===== src/rtl/uart_tx_arb_if.sv =====
// Requester byte streams and uart_tx side signals of the shared-transmitter arbiter.
interface uart_tx_arb_if;
  localparam int unsigned N_REQ  = 4;
  localparam int unsigned DATA_W = 8;
  localparam int unsigned ID_W   = 2;

  logic [N_REQ-1:0]        req_valid;
  logic [N_REQ*DATA_W-1:0] req_data;
  logic [N_REQ-1:0]        req_last;
  logic [N_REQ-1:0]        req_ready;
  logic                    tx_busy;
  logic [DATA_W-1:0]       tx_data;
  logic                    tx_shoot;
  logic                    owner_vld;
  logic [ID_W-1:0]         owner_id;
  logic                    abort_o;

  modport master (
    output req_valid, req_data, req_last, tx_busy,
    input  req_ready, tx_data, tx_shoot, owner_vld, owner_id, abort_o
  );

  modport slave (
    input  req_valid, req_data, req_last, tx_busy,
    output req_ready, tx_data, tx_shoot, owner_vld, owner_id, abort_o
  );
endinterface


===== src/rtl/uart_tx_arb.sv =====
// Round-robin arbiter sharing one uart_tx between four byte-stream requesters,
// granting per packet or bounded burst and pacing shoots on the busy flag.
module uart_tx_arb #(
  parameter int unsigned MAXBURST = 16,
  parameter int unsigned TIMEOUT  = 255
) (
  input logic          pclk,
  input logic          preset,
  uart_tx_arb_if.slave bus
);

  localparam int unsigned NREQ = 4;
  localparam int unsigned DW   = 8;
  localparam int unsigned IDW  = 2;
  localparam int unsigned CW   = 8;

  typedef enum logic [1:0] {
    S_IDLE,
    S_LOAD,
    S_GUARD,
    S_DRAIN
  } state_e;

  state_e         state_q,     state_d;
  logic [IDW-1:0] owner_id_q,  owner_id_d;
  logic           owner_vld_q, owner_vld_d;
  logic [IDW-1:0] rr_ptr_q,    rr_ptr_d;
  logic [CW-1:0]  burst_cnt_q, burst_cnt_d;
  logic [CW-1:0]  to_cnt_q,    to_cnt_d;
  logic           rel_q,       rel_d;
  logic [DW-1:0]  tx_data_q,   tx_data_d;
  logic           tx_shoot_q,  tx_shoot_d;
  logic           abort_q,     abort_d;

  logic [IDW-1:0]  winner_c;
  logic [IDW-1:0]  rr_idx_c;
  logic            rr_hit_c;
  logic            own_valid_c;
  logic            own_last_c;
  logic [DW-1:0]   own_data_c;
  logic [NREQ-1:0] req_ready_c;
  logic [CW-1:0]   burst_inc_c;
  logic [CW-1:0]   to_inc_c;

  // Round-robin search starting one past the last released owner.
  always_comb begin
    winner_c = rr_ptr_q;
    rr_idx_c = rr_ptr_q;
    rr_hit_c = 1'b0;
    for (int unsigned k = 1; k <= NREQ; k++) begin
      rr_idx_c = rr_ptr_q + IDW'(k);
      if (!rr_hit_c && bus.req_valid[rr_idx_c]) begin
        winner_c = rr_idx_c;
        rr_hit_c = 1'b1;
      end
    end
  end

  always_comb begin
    own_valid_c = bus.req_valid[owner_id_q];
    own_last_c  = bus.req_last[owner_id_q];
    own_data_c  = bus.req_data[{owner_id_q, 3'b000} +: DW];
    burst_inc_c = burst_cnt_q + CW'(1);
    to_inc_c    = to_cnt_q + CW'(1);
  end

  // Next-state and registered-output logic.
  always_comb begin
    state_d     = state_q;
    owner_id_d  = owner_id_q;
    owner_vld_d = owner_vld_q;
    rr_ptr_d    = rr_ptr_q;
    burst_cnt_d = burst_cnt_q;
    to_cnt_d    = to_cnt_q;
    rel_d       = rel_q;
    tx_data_d   = tx_data_q;
    tx_shoot_d  = 1'b0;
    abort_d     = 1'b0;
    req_ready_c = '0;

    case (state_q)
      S_IDLE: begin
        if ((|bus.req_valid) && !bus.tx_busy) begin
          owner_id_d  = winner_c;
          owner_vld_d = 1'b1;
          burst_cnt_d = '0;
          to_cnt_d    = '0;
          state_d     = S_LOAD;
        end
      end

      S_LOAD: begin
        req_ready_c[owner_id_q] = !bus.tx_busy;
        // A busy transmitter freezes both transfer and the idle timeout.
        if (!bus.tx_busy) begin
          if (own_valid_c) begin
            tx_data_d   = own_data_c;
            tx_shoot_d  = 1'b1;
            burst_cnt_d = burst_inc_c;
            rel_d       = own_last_c || (burst_inc_c == CW'(MAXBURST));
            to_cnt_d    = '0;
            state_d     = S_GUARD;
          end else if (to_inc_c == CW'(TIMEOUT)) begin
            abort_d     = 1'b1;
            rr_ptr_d    = owner_id_q;
            owner_vld_d = 1'b0;
            to_cnt_d    = '0;
            state_d     = S_IDLE;
          end else begin
            to_cnt_d = to_inc_c;
          end
        end
      end

      // Busy may rise only one cycle after the shoot; skip sampling it here.
      S_GUARD: state_d = S_DRAIN;

      S_DRAIN: begin
        if (!bus.tx_busy) begin
          if (rel_q) begin
            rr_ptr_d    = owner_id_q;
            owner_vld_d = 1'b0;
            state_d     = S_IDLE;
          end else begin
            to_cnt_d = '0;
            state_d  = S_LOAD;
          end
        end
      end

      default: state_d = S_IDLE;
    endcase
  end

  always_ff @(posedge pclk or posedge preset) begin
    if (preset) begin
      state_q     <= S_IDLE;
      owner_id_q  <= '0;
      owner_vld_q <= 1'b0;
      rr_ptr_q    <= IDW'(3);
      burst_cnt_q <= '0;
      to_cnt_q    <= '0;
      rel_q       <= 1'b0;
      tx_data_q   <= '0;
      tx_shoot_q  <= 1'b0;
      abort_q     <= 1'b0;
    end else begin
      state_q     <= state_d;
      owner_id_q  <= owner_id_d;
      owner_vld_q <= owner_vld_d;
      rr_ptr_q    <= rr_ptr_d;
      burst_cnt_q <= burst_cnt_d;
      to_cnt_q    <= to_cnt_d;
      rel_q       <= rel_d;
      tx_data_q   <= tx_data_d;
      tx_shoot_q  <= tx_shoot_d;
      abort_q     <= abort_d;
    end
  end

  assign bus.req_ready = req_ready_c;
  assign bus.tx_data   = tx_data_q;
  assign bus.tx_shoot  = tx_shoot_q;
  assign bus.owner_vld = owner_vld_q;
  assign bus.owner_id  = owner_id_q;
  assign bus.abort_o   = abort_q;

endmodule


===== src/flat_wrapper.sv =====
// flat-port wrapper written by rule: the top's interface ports become plain ports
module uart_tx_arb_flat 
#(
  parameter int unsigned MAXBURST = 16,
  parameter int unsigned TIMEOUT  = 255
)
  (pclk, preset, bus_req_valid, bus_req_data, bus_req_last, bus_tx_busy, bus_req_ready, bus_tx_data, bus_tx_shoot, bus_owner_vld, bus_owner_id, bus_abort_o);
  uart_tx_arb_if bus_i ();
  input logic pclk;
  input logic preset;
  input wire logic [$bits(bus_i.req_valid)-1:0] bus_req_valid;
  input wire logic [$bits(bus_i.req_data)-1:0] bus_req_data;
  input wire logic [$bits(bus_i.req_last)-1:0] bus_req_last;
  input wire logic [$bits(bus_i.tx_busy)-1:0] bus_tx_busy;
  output wire logic [$bits(bus_i.req_ready)-1:0] bus_req_ready;
  output wire logic [$bits(bus_i.tx_data)-1:0] bus_tx_data;
  output wire logic [$bits(bus_i.tx_shoot)-1:0] bus_tx_shoot;
  output wire logic [$bits(bus_i.owner_vld)-1:0] bus_owner_vld;
  output wire logic [$bits(bus_i.owner_id)-1:0] bus_owner_id;
  output wire logic [$bits(bus_i.abort_o)-1:0] bus_abort_o;
  assign bus_i.req_valid = bus_req_valid;
  assign bus_i.req_data = bus_req_data;
  assign bus_i.req_last = bus_req_last;
  assign bus_i.tx_busy = bus_tx_busy;
  assign bus_req_ready = bus_i.req_ready;
  assign bus_tx_data = bus_i.tx_data;
  assign bus_tx_shoot = bus_i.tx_shoot;
  assign bus_owner_vld = bus_i.owner_vld;
  assign bus_owner_id = bus_i.owner_id;
  assign bus_abort_o = bus_i.abort_o;
  uart_tx_arb #(.MAXBURST(MAXBURST), .TIMEOUT(TIMEOUT)) u_core (.pclk(pclk), .preset(preset), .bus(bus_i));
endmodule

===== config.mk =====
export PLATFORM = sky130hd
export DESIGN_NAME = uart_tx_arb_flat
export DESIGN_NICKNAME = d
export VERILOG_FILES = /design/src/rtl/uart_tx_arb_if.sv /design/src/rtl/uart_tx_arb.sv /design/src/flat_wrapper.sv
export SDC_FILE = /design/constraint.sdc
export NUM_CORES = 1
export LEC_CHECK = 0
export ABC_AREA = 1
export BUFFER_PORTS_ARGS = -buffer_cell sky130_fd_sc_hd__buf_2
export CAP_MARGIN = 20
export CORE_MARGIN = 5
export CORE_UTILIZATION = 38
export CTS_BUF_LIST = sky130_fd_sc_hd__clkbuf_8
export CTS_CLUSTER_DIAMETER = 50
export DETAILED_ROUTE_END_ITERATION = 10
export GPL_TIMING_DRIVEN = 1
export PLACE_DENSITY = 0.71
export SLEW_MARGIN = 25
export SYNTH_ARGS = -nofsm -noshare
export SYNTH_HDL_FRONTEND = slang
export SYNTH_SLANG_ARGS = --single-unit
export TNS_END_PERCENT = 10

===== constraint.sdc =====
create_clock -name pclk -period 1.93 [get_ports pclk]
set_clock_uncertainty 0.15 [all_clocks]
set_input_delay 0.386 -clock pclk [delete_from_list [all_inputs] [get_ports pclk]]
set_output_delay 0.386 -clock pclk [all_outputs]
set_load 0.01 [all_outputs]

After elaboration in Yosys (flattened, before gate mapping):

Cells that the tools add are included.

* register bits: 34
* bits in latches: 0
* memory bits (writable): 0
* bits in read-only memories: 0
* input bits: 43
* output and inout bits: 17
* logic and storage cells: 119
* memories: 0

* $add $sub $neg: 5
* $mul: 0
* div/mod/pow operators: 0
* order comparisons: 6
* equal/unequal tests: 14
* shift operators: 1
* muxes and demuxes: 59
* bitwise gates (word level): 2
* reductions and logical operators: 22

Operators with widths (number)
* two-way mux 8 bit: 8
* indexed part select 32 x 6 -> 8 bit: 1
* two-way mux 2 bit: 14
* two-way mux 1 bit: 24
* case mux 8 bit (3 select lines): 1
* adder 8 x 1 -> 8 bit (second input constant): 2
* case mux 8 bit (2 select lines): 1
* less-than comparator 2 x 3 -> 1 bit (second input constant): 5
* binary-select mux 1 bit (select 2 bit): 6
* equality test 8 x 5 -> 1 bit (second input constant): 1
* equality test 8 bit (second input constant): 1
* inequality test 2 x 1 -> 1 bit (second input constant): 4
* inequality test 2 bit (second input constant): 4
* case mux 2 bit (4 select lines): 1
* AND reduction 4 bit: 2
* AND reduction 7 bit: 1
* AND reduction 6 bit: 1
* logical AND 1 bit: 5
* AND reduction 5 bit: 1
* adder 2 bit (second input constant): 2
* AND 4 bit: 1
* equality test 2 bit (second input constant): 2
* zero test 1 bit: 4
* two-way mux 4 bit: 1
* 15 further kinds: 16

Logic depth before layout (Yosys ltp):

* word-level depth: 13
* gate-level depth with buffers: 12
* gate-level depth less buffers: 12

Worst setup path before layout:

No wires, ideal clock.

* kind: register to register
* start: register u_core.to_cnt_q[1]
* end: register u_core.state_q[0]
* setup time: 0.117 ns
* data arrival time: 1.387 ns
* slack: 0.276 ns
* stages on the path, launching flop included: 13
* clock period less this slack: 1.654 ns
* cell sequence: dfrtp_1 > ha_1 > nand2_2 > inv_1 > nand3_1 > nand2_1 > nand2_1 > nor2_1 > nand2_2 > nand3_4 > nand2_1 > nand2_1 > nand2_1

* word-level cells in the longest chain between the ends: 4

Ends and longest elaborated chain
* start, declared: RTL line uart_tx_arb.sv:29 `logic [CW-1:0] to_cnt_q, to_cnt_d;`
* start signal, assigned: RTL line uart_tx_arb.sv:153 `to_cnt_q <= to_cnt_d;`
* adder 8 x 1 -> 8 bit: RTL line uart_tx_arb.sv:64 `to_inc_c = to_cnt_q + CW'(1);`
* equality test 8 bit: RTL line uart_tx_arb.sv:103 `end else if (to_inc_c == CW'(TIMEOUT)) begin`
* inequality test 3 x 1 -> 1 bit (no line)
* AND reduction 4 bit (no line)
* end signal, assigned: RTL line uart_tx_arb.sv:148 `state_q <= state_d;`
* end, declared: RTL line uart_tx_arb.sv:24 `state_e state_q, state_d;`

No other way between the ends.
A chain may end at the register's enable or synchronous reset.

Worst setup path after layout:

* start: register u_core.owner_id_q[1] (netlist: u_core.bus.owner_id[1])
* end: output bus_req_ready[0]

* word-level cells in the longest chain between the ends: 6
* elaborated cells on any way between the ends: 7
* classes of those cells: order compare: 2; mux: 3; bitwise: 1; reduce/logical: 1

Ends and longest elaborated chain
* start, declared: RTL line uart_tx_arb.sv:25 `logic [IDW-1:0] owner_id_q, owner_id_d;`
* start signal, assigned: RTL line uart_tx_arb.sv:149 `owner_id_q <= owner_id_d;`
* less-than comparator 2 x 3 -> 1 bit (implied by the code) / greater-or-equal comparator 2 x 1 -> 1 bit (equally long branches): RTL line uart_tx_arb.sv:93 `req_ready_c[owner_id_q] = !bus.tx_busy;`
* logical AND 1 bit (implied by the code): RTL line uart_tx_arb.sv:93
* two-way mux 1 bit (implied by the code): RTL line uart_tx_arb.sv:93
* demux 1 bit (select 2 bit) *
* AND 4 bit (no line) *
* two-way mux 4 bit *: RTL line uart_tx_arb.sv:81 `case (state_q)`
* end, declared: RTL line flat_wrapper.sv:15 `output wire logic [$bits(bus_i.req_ready)-1:0] bus_req_ready;`

Mark *: on every way between the ends. The rest lies on a longest branch, timed or not.

==> metrics.md <==
| Metric | Value |
|---|---|
| Outcome | finished clean |
| Switching power | 1.704 mW |
| Logic gate share of total power | 54.7% |
| Critical path's largest stage delay | 480 ps |
| Diodes inserted | 0 |
| Die width | between 80 and 90 um |
| Reg area | 857.1 um2 |
| H-tree depth | 2 |
| Distinct cells, synth | 37 |
| Iteration-0 DRC Markers | 75 |
| Worst slack, placed | roughly 98 ps |
| CTS sink count | 34 |
| Synth Warn # | 0 |
| Post-DR wirelength/cell | 12.69 um |
| Sequential fraction of the synthesis area | 36.28% |
| RSZ-0062 raised after global routing | no |
| Slew headroom | 70.95% |
| Crit path max fanout | 15 |
| Cell-internal power | approximately 2.0 mW |
| Clock insertion delay at the later pin of the skew report | 280 ps |
| Async set-reset flop share out of synthesis | 100.0% |
| Clock power share | 14.3% |
| Worst EP arrival | 1310 ps |
| Num ports | 60 |
| Crit path time final | 1849 ps |
| Tcrit/Tclk final | 95.82% |
| DIE HEIGHT | 88.68 um |
| Dpl cells | 431 |
| Reg clk slew, reported paths | 70 ps |
| Sw frac | 45.65% |
| Mean area per synthesized cell | 7.815 um2 |
| Share of layout cells above drive strength 1 | 33.70% |
| Primary FF master, synth | dfrtp_1 |
| Vias per Instance | 5.045 |
| First-pass GRT wire length | 9501 um |
| Vias in the first global route | 2188 |
| Die area | just under 8000 um2 |
| Crit path required time | 1390 ps |
| Syn Nets | between 300 and 400 |
| CP startpoint kind | flip-flop |
| TritonCTS buffer count | 5 |
| Non-Filler Instances | 443 |
| Clk buf depth | 2 |
| Row cnt | 28 |
| Worst vdd ir | 680.0 uV |
| Total track usage | between 10% and 20% |
| Setup TNS | 0 ps |
| Residual DRC | 0 |
| Worst-Margin Slew | 435.7 ps |
| Max cap viols | 0 |
| Drt pass-1 iters | 4 |
| Core area | 5956 um2 |
| Leakage | roughly 1.4 nW |
| Pwr per Cell Area | 1275 nW/um2 |
| Synth area leader | dfrtp_1 |
| Final WL | roughly 5600 um |
| Cell Chain, Critical Path | buf_4, nor3_2, buf_2 |
| Top cell type's share of synthesized area | approximately 34% |
| Area of the multi-input gates | 1350 um2 |
| Post-DRT Antenna Nets | 0 |
| Fmax | 540.8 MHz |
| Core Util, Final | between 40% and 50% |
| Initial antenna violation count | 0 |
| Layout area overhead | 24.47% |
| Critical path class | reg2out |
| Final #Nets | 414 |
| Routed wire length on met3 | roughly 200 um |
| # fillers | slightly below 600 |
| Largest net degree at the start of global routing | 35 |
| CTS tree | yes |
| Post-synthesis instance area | 2352 um2 |
| Gr ovfl total | 0 |
| Hold slack | 39.13 ps |
| Met2 wire length | 2850 um |
| Post-Route M1 WL | 2514 um |
| Critical-path top delay cell | dfrtp_2 |
| Cells after Synth | 301 |
| Setup crit end kind | output pin |
| Max Slew Vio Count | 0 |
| Synthesized flop and latch total | 34 |
| Final Setup Violations | 0 |
| Root Driver | clkbuf_8 |
| Port bufs | 59 |
| Number of synthesized flops with an enable pin | 0 |
| Final WS setup | 80.74 ps |
| Crit path buf inv count | 2 |
| Ranking of synthesized cells by area | dfrtp_1 34%, nand2_1 12%, nand3_1 7.9% |
| CP delay by family, top | flip-flops |
| Hold crit path type | in2async |
| Final Wtd Congestion | 0.8889 |
| Initial Util | between 30 and 40% |
| Flop pwr share | slightly above 30% |
| HPWL Detailed | 4322 um |
| Highest routed metal layer | met4 |
| Routed via count | 2235 |
| Final hold violations | 0 |
## cell usage in the layout, fill, tap and decap left out, drive strengths merged, types with 7 or more instances in the layout
master	instances
nand2	87
buf	67
nand3	41
inv	35
dfrtp	32
nor2	27
o21ai	14
a22oi	10
a41oi	8
nor3	8
o22ai	7
clkbuf	7
## logic make-up after synthesis
group                    Yosys count  synth area share (%)
AO/OA/AOI/OAI                     43                 13.24
XOR/XNOR                           6                 2.234
adder cells (fa/ha/maj)            4                 2.128
buffers and inverters             43                 8.989
flip-flops                        34                 36.28
AND/OR/NAND/NOR                  171                 37.13
## repair_timing
action                     CTS  global route
buffers inserted             1             3
gates resized for setup      2            16
hold buffers                 0             0
pin swaps                    1             1
setup endpoints to repair    4            17
## registers in the layout (all words and copies together), names as in the netlist, named ones only
name	count
u_core.bus.owner_id	2
u_core.bus.tx_data	8
u_core.rel_q	1
u_core.to_cnt_q	8
u_core.bus.owner_vld	1
u_core.state_q	1
u_core.rr_ptr_q	2
u_core.bus.tx_shoot	1
u_core.burst_cnt_q	8
u_core.bus.abort_o	1
## routing by layer
| metal | track usage (%) | up-vias |
|---|---|---|
| li1 | - | 1143 |
| met1 | 19.28 | 1043 |
| met2 | 24.70 | 43 |
| met3 | 3.631 | 6 |
| met4 | 6.044 | 0 |
| met5 | 0 | - |
## worst register-to-register path: cells and delay by family, from the launching register on
family / cells / cell delay, ps
simple gates: 5 / 580
compound gates: 1 / 150
flops: 1 / 400
buf+inv: 3 / 400
## area by class of cell
class	count	area share, %
clock buffer	6	2.821
inverter	34	4.615
multi-input combinational	224	46.11
tap	75	3.205
clock inverter	2	0.2991
sequential	34	29.27
timing repair buffer	68	13.68
## final timing paths
| path | start | endpoint | slack [ps] | cells after the start |
|---|---|---|---|---|
| min in group pclk | bus_req_data[19] | u_core.bus.tx_data[3] | 240 | 3 |
| max reg2reg | u_core.bus.owner_id[0] | u_core.bus.tx_data[1] | 170 | 9 |
| max | u_core.bus.owner_id[1] | bus_req_ready[0] | 80 | 3 |
| max in group asynchronous | preset | u_core.to_cnt_q[1] | 1260 | 3 |
| min reg2reg | u_core.bus.owner_vld | u_core.bus.owner_vld | 340 | 2 |
| min | preset | u_core.bus.tx_data[7] | 40 | 3 |
## Yosys cell counts (3+ instances only)
cell type,instances
nand2_1,78
nand3_1,37
dfrtp_1,32
inv_1,28
nor2_1,17
o21ai_0,11
a22oi_1,10
nand2_2,8
nor3_1,8
o22ai_1,7
nor2_2,6
nand4_1,5
xor2_1,5
a41oi_1,4
a41oi_2,4
ha_1,4
inv_2,4
a21oi_1,3
buf_6,3
nor2_8,3
o21ai_1,3
## stage by stage
stage	power, mW	instance area (um2)
CTS	3.637	2833
detailed placement	3.054	2728
floorplan	2.581	2352
global placement	3.003	2728
finish	3.732	2928
global route	4.071	2928
## power groups by stage
stage	clock network [mW]	registers, mW	logic [mW]
2_1_floorplan	0	1.14	1.44
3_3_place_gp	0	1.16	1.84
3_5_place_dp	0	1.16	1.89
4_1_cts	0.556	1.16	1.92
5_1_grt	0.589	1.19	2.29
6_report	0.533	1.16	2.04
(Power assumes the default switching activity.)
